<file path="src/rtl/fifo_pop_engine.sv">
// Command sequencer for the 8-entry shift-register FIFO: owns the mode bus and the popped-entry output slice.
// Build option AUTO_DRAIN_EN: pop whenever possible instead of once per synchronized pop_btn press.
module fifo_pop_engine #(
    parameter int WIDTH        = 8,
    parameter int FLUSH_CYCLES = 2
) (
    input  logic             gclk,
    input  logic             rst_n,
    input  logic             wr_req,
    input  logic             flush_req,
    input  logic             pop_btn,
    input  logic             fifo_empty,
    input  logic             fifo_full,
    input  logic [WIDTH-1:0] fifo_head,
    output logic [1:0]       mode,
    output logic             rd_valid,
    output logic [WIDTH-1:0] rd_data,
    input  logic             rd_ready,
    output logic             wr_drop,
    output logic [7:0]       pop_count
);

    localparam int CW = $clog2(FLUSH_CYCLES + 1);
    localparam logic [1:0] M_HOLD = 2'b00, M_IN = 2'b01, M_OUT = 2'b10, M_RST = 2'b11;

    typedef enum logic [1:0] {FLUSH, IDLE, POP, SETTLE} state_t;

    state_t          state, state_nxt;
    logic [CW-1:0]   flush_cnt, cnt_nxt;
    logic [1:0]      mode_nxt;
    logic            drop_nxt, load, enter_flush, wr_ok, pop_ok, trig;

`ifdef AUTO_DRAIN_EN
    logic unused_btn;
    assign unused_btn = pop_btn;
    assign trig       = 1'b1;
`else
    logic [1:0] sync;
    logic       pop_pend;
    logic       rise;

    // pop_pend samples the first stage alongside sync[1], so it is itself a second synchronizer flop.
    assign rise = sync[0] & ~sync[1];
    assign trig = pop_pend;

    always_ff @(posedge gclk or negedge rst_n) begin
        if (!rst_n) begin
            sync     <= 2'b00;
            pop_pend <= 1'b0;
        end else begin
            sync <= {sync[0], pop_btn};
            if (load || fifo_empty)
                pop_pend <= 1'b0;
            else if (rise)
                pop_pend <= 1'b1;
        end
    end
`endif

    assign wr_ok  = wr_req && !fifo_full && (mode != M_IN);
    assign pop_ok = !fifo_empty && (!rd_valid || rd_ready) && (mode == M_HOLD) && trig;

    always_comb begin
        state_nxt   = state;
        cnt_nxt     = flush_cnt;
        mode_nxt    = M_HOLD;
        drop_nxt    = 1'b0;
        load        = 1'b0;
        enter_flush = 1'b0;
        case (state)
            FLUSH: begin
                mode_nxt = M_RST;
                drop_nxt = wr_req;
                if (flush_req)
                    cnt_nxt = CW'(FLUSH_CYCLES);
                else if (flush_cnt == CW'(1)) begin
                    state_nxt = IDLE;
                    mode_nxt  = M_HOLD;
                end else
                    cnt_nxt = flush_cnt - CW'(1);
            end
            IDLE: begin
                if (flush_req)
                    enter_flush = 1'b1;
                else if (wr_req) begin
                    // a refused write still owns this cycle; any pending pop waits
                    mode_nxt = wr_ok ? M_IN : M_HOLD;
                    drop_nxt = !wr_ok;
                end else if (pop_ok) begin
                    state_nxt = POP;
                    mode_nxt  = M_OUT;
                    load      = 1'b1;
                end
            end
            POP: begin
                drop_nxt = wr_req;
                if (flush_req)
                    enter_flush = 1'b1;
                else
                    state_nxt = SETTLE;
            end
            SETTLE: begin
                if (flush_req)
                    enter_flush = 1'b1;
                else begin
                    state_nxt = IDLE;
                    mode_nxt  = wr_ok ? M_IN : M_HOLD;
                    drop_nxt  = wr_req && !wr_ok;
                end
            end
            default: state_nxt = FLUSH;
        endcase
        if (enter_flush) begin
            state_nxt = FLUSH;
            cnt_nxt   = CW'(FLUSH_CYCLES);
            mode_nxt  = M_RST;
            drop_nxt  = wr_req;
        end
    end

    always_ff @(posedge gclk or negedge rst_n) begin
        if (!rst_n) begin
            state     <= FLUSH;
            flush_cnt <= CW'(FLUSH_CYCLES);
            mode      <= M_RST;
            wr_drop   <= 1'b0;
            pop_count <= 8'd0;
            rd_valid  <= 1'b0;
            rd_data   <= '0;
        end else begin
            state     <= state_nxt;
            flush_cnt <= cnt_nxt;
            mode      <= mode_nxt;
            wr_drop   <= drop_nxt;
            if (state == POP)
                pop_count <= pop_count + 8'd1;
            // load wins over consume so a ready consumer sees back-to-back entries
            if (enter_flush)
                rd_valid <= 1'b0;
            else if (load) begin
                rd_valid <= 1'b1;
                rd_data  <= fifo_head;
            end else if (rd_valid && rd_ready)
                rd_valid <= 1'b0;
        end
    end

endmodule

</file>
<file path="config.mk">
export PLATFORM = sky130hd
export DESIGN_NAME = fifo_pop_engine
export DESIGN_NICKNAME = d
export VERILOG_FILES = /design/src/rtl/fifo_pop_engine.sv
export SDC_FILE = /design/constraint.sdc
export NUM_CORES = 1
export LEC_CHECK = 0
export BUFFER_PORTS_ARGS = -buffer_cell sky130_fd_sc_hd__buf_2
export CORE_MARGIN = 4
export CORE_UTILIZATION = 50
export CTS_CLUSTER_SIZE = 24
export DETAILED_ROUTE_END_ITERATION = 8
export GPL_TIMING_DRIVEN = 0
export PLACE_DENSITY = 0.77
export SYNTH_ARGS = -nofsm -noshare
export SYNTH_HDL_FRONTEND = slang
export SYNTH_SLANG_ARGS = --single-unit
export TNS_END_PERCENT = 100
</file>
<file path="constraint.sdc">
create_clock -name gclk -period 2.1 [get_ports gclk]
set_input_delay 0.42 -clock gclk [delete_from_list [all_inputs] [get_ports gclk]]
set_output_delay 0.42 -clock gclk [all_outputs]
set_load 0.1 [all_outputs]
</file>
# After elaboration in Yosys (flattened, before gate mapping)
# Index checks and enable logic that the tools add are counted.
[classes] add_sub_neg=2 n_eq_ne=13 muxes=38 bitwise_logic=3 reduce_logical=23
[ops] cell="2-bit two-way mux" n=18
[ops] cell="3-bit != test, second input constant" n=8
[ops] cell="1-bit two-way mux" n=17
[ops] cell="8-bit by 1-bit adder with 8-bit output, second input constant" n=1
[ops] cell="2-bit one-hot mux with 4 select lines" n=1
[ops] cell="1-bit logical AND" n=7
[ops] cell="7-bit AND reduction" n=1
[ops] cell="2-bit one-hot mux with 3 select lines" n=1
[ops] cell="2-bit by 1-bit equality test with 1-bit output, second input constant" n=2
[ops] cell="2-bit equality test, second input constant" n=2
[ops] cell="1-bit logical NOT" n=4
[ops] cell="2-bit logical NOT" n=2
[ops] cell="2-bit AND reduction" n=2
[ops] cell="2-bit nonzero test" n=2
[ops] cell="1-bit one-hot mux with 3 select lines" n=1
[ops] cell="3-bit nonzero test" n=1
[ops] cell="3-bit OR reduction" n=1
[ops] cell="1-bit logical OR" n=2
[ops] cell="2-bit by 1-bit != test with 1-bit output, second input constant" n=1
[ops] cell="1-bit NOT" n=2
[ops] cell="2-bit OR reduction" n=1
[ops] cell="2-bit by 1-bit subtractor with 2-bit output, second input constant" n=1
[ops] cell="1-bit bitwise AND" n=1
[totals] ff_bits=27 in_bits=16 out_inout_bits=20 wordCells=88

# Logic depth before layout (Yosys ltp)
[logic_depth] ltp_word=11 mapped_depth=7

# Least setup slack after synthesis
# No wires, ideal clock.
[synth_timing] path_kind="reg-to-reg" start="register rd_valid" end="register rd_data[1]" arrival_time_ns=1.767 path_slack_ns=0.208 path_stages_with_launch=6 path_buffers=1 synth_period_minus_slack_ns=1.892 cell_sequence="dfrtp_1 > nand2b_1 > and3_4 > nand3b_4 > buf_6 > mux2_4"
[synth_between] elab_chain_len=10
[synth_lines] item="start: declaration" line_no="16" text="output logic rd_valid,"
[synth_lines] item="start signal: assignment" line_no="128" text="rd_valid <= 1'b0;"
[synth_lines] item="start signal: assignment" line_no="139" text="rd_valid <= 1'b0;"
[synth_lines] item="start signal: assignment" line_no="141" text="rd_valid <= 1'b1;"
[synth_lines] item="1-bit logical NOT" line_no="61" text="assign pop_ok = !fifo_empty && (!rd_valid || rd_ready) && (mode == M_HOLD) && trig;"
[synth_lines] item="1-bit logical OR" line_no="61"
[synth_lines] item="1-bit logical AND (3 in series)" line_no="61"
[synth_lines] item="1-bit two-way mux" line_no="89" text="end else if (pop_ok) begin"
[synth_lines] item="1-bit two-way mux" line_no="85" text="else if (wr_req) begin"
[synth_lines] item="1-bit two-way mux" line_no="83" text="if (flush_req)"
[synth_lines] item="1-bit two-way mux" line_no="70" text="case (state)"
[synth_lines] item="2-bit AND reduction (no line)"
[synth_lines] item="end signal: assignment" line_no="142" text="rd_data <= fifo_head;"
[synth_lines] item="end: declaration" line_no="17" text="output logic [WIDTH-1:0] rd_data,"
# Every way passes these cells.
# A chain may end at the register's enable or synchronous reset.

# Final worst setup path
[layout_timing] start="register mode[1]" end="output port mode[1]"
[layout_rtl] item="start: declaration" line_no="15" text="output logic [1:0] mode,"
[layout_rtl] item="start signal: assignment" line_no="133" text="mode <= mode_nxt;"
# No word-level cell between the ends.

==> run_results.csv <==
group,metric,value,unit
layout,syn_to_final_growth,18.6,%
pwr,worst_ir_drop_vdd,0.00137,V
timing,slew_headroom,0.625,
floorplanning,die_x,58.0,µm
logic_synthesis,yosysTopAreaCell,"dfrtp_1",
logic_synthesis,async_flop_share,1.00,
floorplanning,num_rows,17,
layout,layout_commonest_cell,"buf_2",
logic_synthesis,yosysSeqAreaShare,0.545,
clock_tree,insertion_delay,0.31,ns
pwr,p_sw,1260,µW
pwr,p_leak,0.000813,µW
pwr,seq_power_share,0.338,
clock_tree,clkSinkCount,27,
critical_path,cp.required,1.68,ns
critical_path,path_buf_inv,1,
routing,drc,0,
pwr,p_int,1050,µW
clock_tree,cts_tree,"done",
floorplanning,die_h,58.0,µm
logic_synthesis,synth-compound-area-share,0.0632,
logic_synthesis,synth_cell_type_count,30,
floorplanning,ios,36,
clock_tree,cts.htree.levels,1,
clock_tree,root_buffer,"clkbuf_4",
timing,fin_crit,1.73,ns
logic_synthesis,syn_area,0.00125,mm²
logic_synthesis,syn_inst,99,
critical_path,end_kind,"output port",
global_route,grt_start_max_net_pins,28,
floorplanning,die_area,0.00336,mm²
timing,slew_viol_final,0,
logic_synthesis,synthMuxAreaShare,0.110,
logic_synthesis,synthesis.nets,121,
routing,finalWirelength,2.25,mm
logic_synthesis,synth_area_leaders,"dfrtp_1, mux2_4, dfstp_2, ha_1, xnor2_1",
clock_tree,post-cts-setup-buffers,0,
clock_tree,numCtsBuffers,3,
global_route,grt_pass1_vias,938,
clock_tree,ctsHoldBuffers,0,
logic_synthesis,synthXorXnorAreaFrac,0.0562,
logic_synthesis,yosysTopAreaCellShare,0.481,
critical_path,path_cells,"buf_2",
logic_synthesis,yosysWarningCount,0,
logic_synthesis,yosys.area_share.simple,0.135,
pwr,switching_share,0.545,
routing,drtIter0Drc,22,
logic_synthesis,ys_seq_elements,27,
critical_path,cp.arrival,1.31,ns
place,place_congestion,0.858,
timing,setup-violations-final,0,
place,dp_hpwl,1.78,mm
critical_path,criticalPathCategory,"flip-flop to output port",
layout,nets,160,
pwr,pwr-share-comb,0.570,
timing,hold_viol_final,0,
global_route,overflow,0,
global_route,antenna_found_initial,0,
routing,detailedRoute.firstPassIterationCount,4,
timing,rsz0062_at_grt,"no",
timing,setup_slack,0.369,ns
global_route,track_usage,0.154,
layout,antenna_cells,0,
clock_tree,post_cts_resized,0,
routing,dr_total_vias,842,
critical_path,slowest_delay,0.57,ns
flow_run,max-cap-violations,0,
clock_tree,path_clk_slew,0.13,ns
routing,wl_per_cell,13.7,µm
global_route,grt_pass1_wl,4.05,mm
place,pre_cts_ws,0.346,ns
pwr,clockPowerShare,0.091,
logic_synthesis,synth-edff-count,0,
layout,layout_common_cells,"buf_2, dfrtp_1, nor2_1",
outcome,status,"complete, no violations",
routing,detail-route-antenna-nets,0,
floorplanning,start_util,0.543,
logic_synthesis,synth-main-ff-cell,"dfrtp_1",
critical_path,cp-start-kind,"flip-flop",
logic_synthesis,synth_top_family_by_area,"simple AND/OR/NAND/NOR gates",
hold_path,hold_class,"primary input to async pin",
timing,finClkSkew,0.00343,ns
critical_path,critPathTopFamily,"flip-flops",
timing,max_freq,578,MHz
timing,final.setup.tns,0,ns
routing,avgViaCountPerCell,5.10,
timing,worst_pin_slew,0.562,ns
place,portBuffers,34,
floorplanning,core_area,0.00230,mm²
logic_synthesis,avgSynthCellArea,12.6,µm²
critical_path,critPathMaxFanout,3,
logic_synthesis,synthAdderAreaFrac,0.0602,
timing,period_share,0.824,
pwr,powerDensity,1560,mW/mm²
critical_path,slowest_stage,"dfstp_2",
clock_tree,cts.path.max_buffers,2,
layout,drive_gt1_frac,0.394,
## logic make-up after synthesis
logic type      count (synthesis)
flops                          27
mux                            10
xor+xnor                        8
fa+ha+maj                       6
compound gates                 12
buf+inv                         8
simple gates                   28
## routing by layer
layer,GRT usage,wire (µm)
met3,0.0445,137
met2,0.269,1170
met1,0.191,928
met5,0,0
met4,0.0298,18
## Yosys cell counts, drive strengths merged (2+ instances only)
master and instances:
mux2 9, xnor2 5, dfrtp 24, nor2 8, xor2 3, nand2 5
a21oi 2, o21ai 4, clkbuf 2, o2bb2ai 2, nand2b 3, a22oi 2
inv 5, nand4 2, dfstp 3, nor2b 2, ha 6
## power by group through the flow
stage                     clock, µW  combinational [µW]  sequential [µW]
after floorplan                   0                 375             1520
after global placement            0                1300              786
after detailed placement          0                1320              794
after CTS                       223                1330              784
after global routing            243                1410              806
final                           210                1320              780
## worst reg2reg max path, stage by stage (launching register included)
cell	delay [ns]
dfrtp_1	0.43
inv_1	0.13
ha_1	0.15
clkbuf_1	0.27
nand4_1	0.20
nor2_1	0.20
nand3_1	0.11
xnor2_1	0.13
## layout make-up
| class | instances | area, µm² |
|---|---|---|
| Multi-Input combinational cell | 64 | 531 |
| Inverter | 5 | 18.8 |
| Timing Repair Buffer | 34 | 170 |
| Fill cell | 178 | 818 |
| Sequential cell | 27 | 679 |
| Clock buffer | 4 | 26.3 |
| Buffer | 3 | 18.8 |
| Tap cell | 28 | 35.0 |
## metrics by stage
stage	hold WS [ns]	util	cells	total power, µW	cell area (µm²)
after floorplan	0.124	-	99	1900	1250
after global placement	0.366	0.632	161	2080	1450
after detailed placement	0.368	0.632	161	2110	1450
after CTS	0.0952	0.644	165	2330	1480
after global routing	0.114	0.644	165	2460	1480
final	0.0751	0.644	165	2310	1480
## worst paths after layout
path | start | end | slack (ns) | cells after the start
worst max-delay path | mode[1]$_DFF_PN1_ | mode[1] | 0.37 | 1
worst min-delay path | rst_n | wr_drop$_DFF_PN0_ | 0.08 | 1
worst max register to register | state[0]$_DFFE_PN0P_ | pop_count[7]$_DFFE_PN0P_ | 0.38 | 7
worst min register to register | sync[0]$_DFF_PN0_ | sync[1]$_DFF_PN0_ | 0.40 | 0
max in group asynchronous | rst_n | mode[1]$_DFF_PN1_ | 1.65 | 1
min in group gclk | pop_btn | sync[0]$_DFF_PN0_ | 0.20 | 1
## flip-flops by register name, summed over array words and instances (netlist names)
signal and count:
pop_count 8, rd_data 8, flush_cnt 2, mode 2, state 2, sync 2
pop_pend 1, rd_valid 1, wr_drop 1
Power figures use the tool's default switching activity.
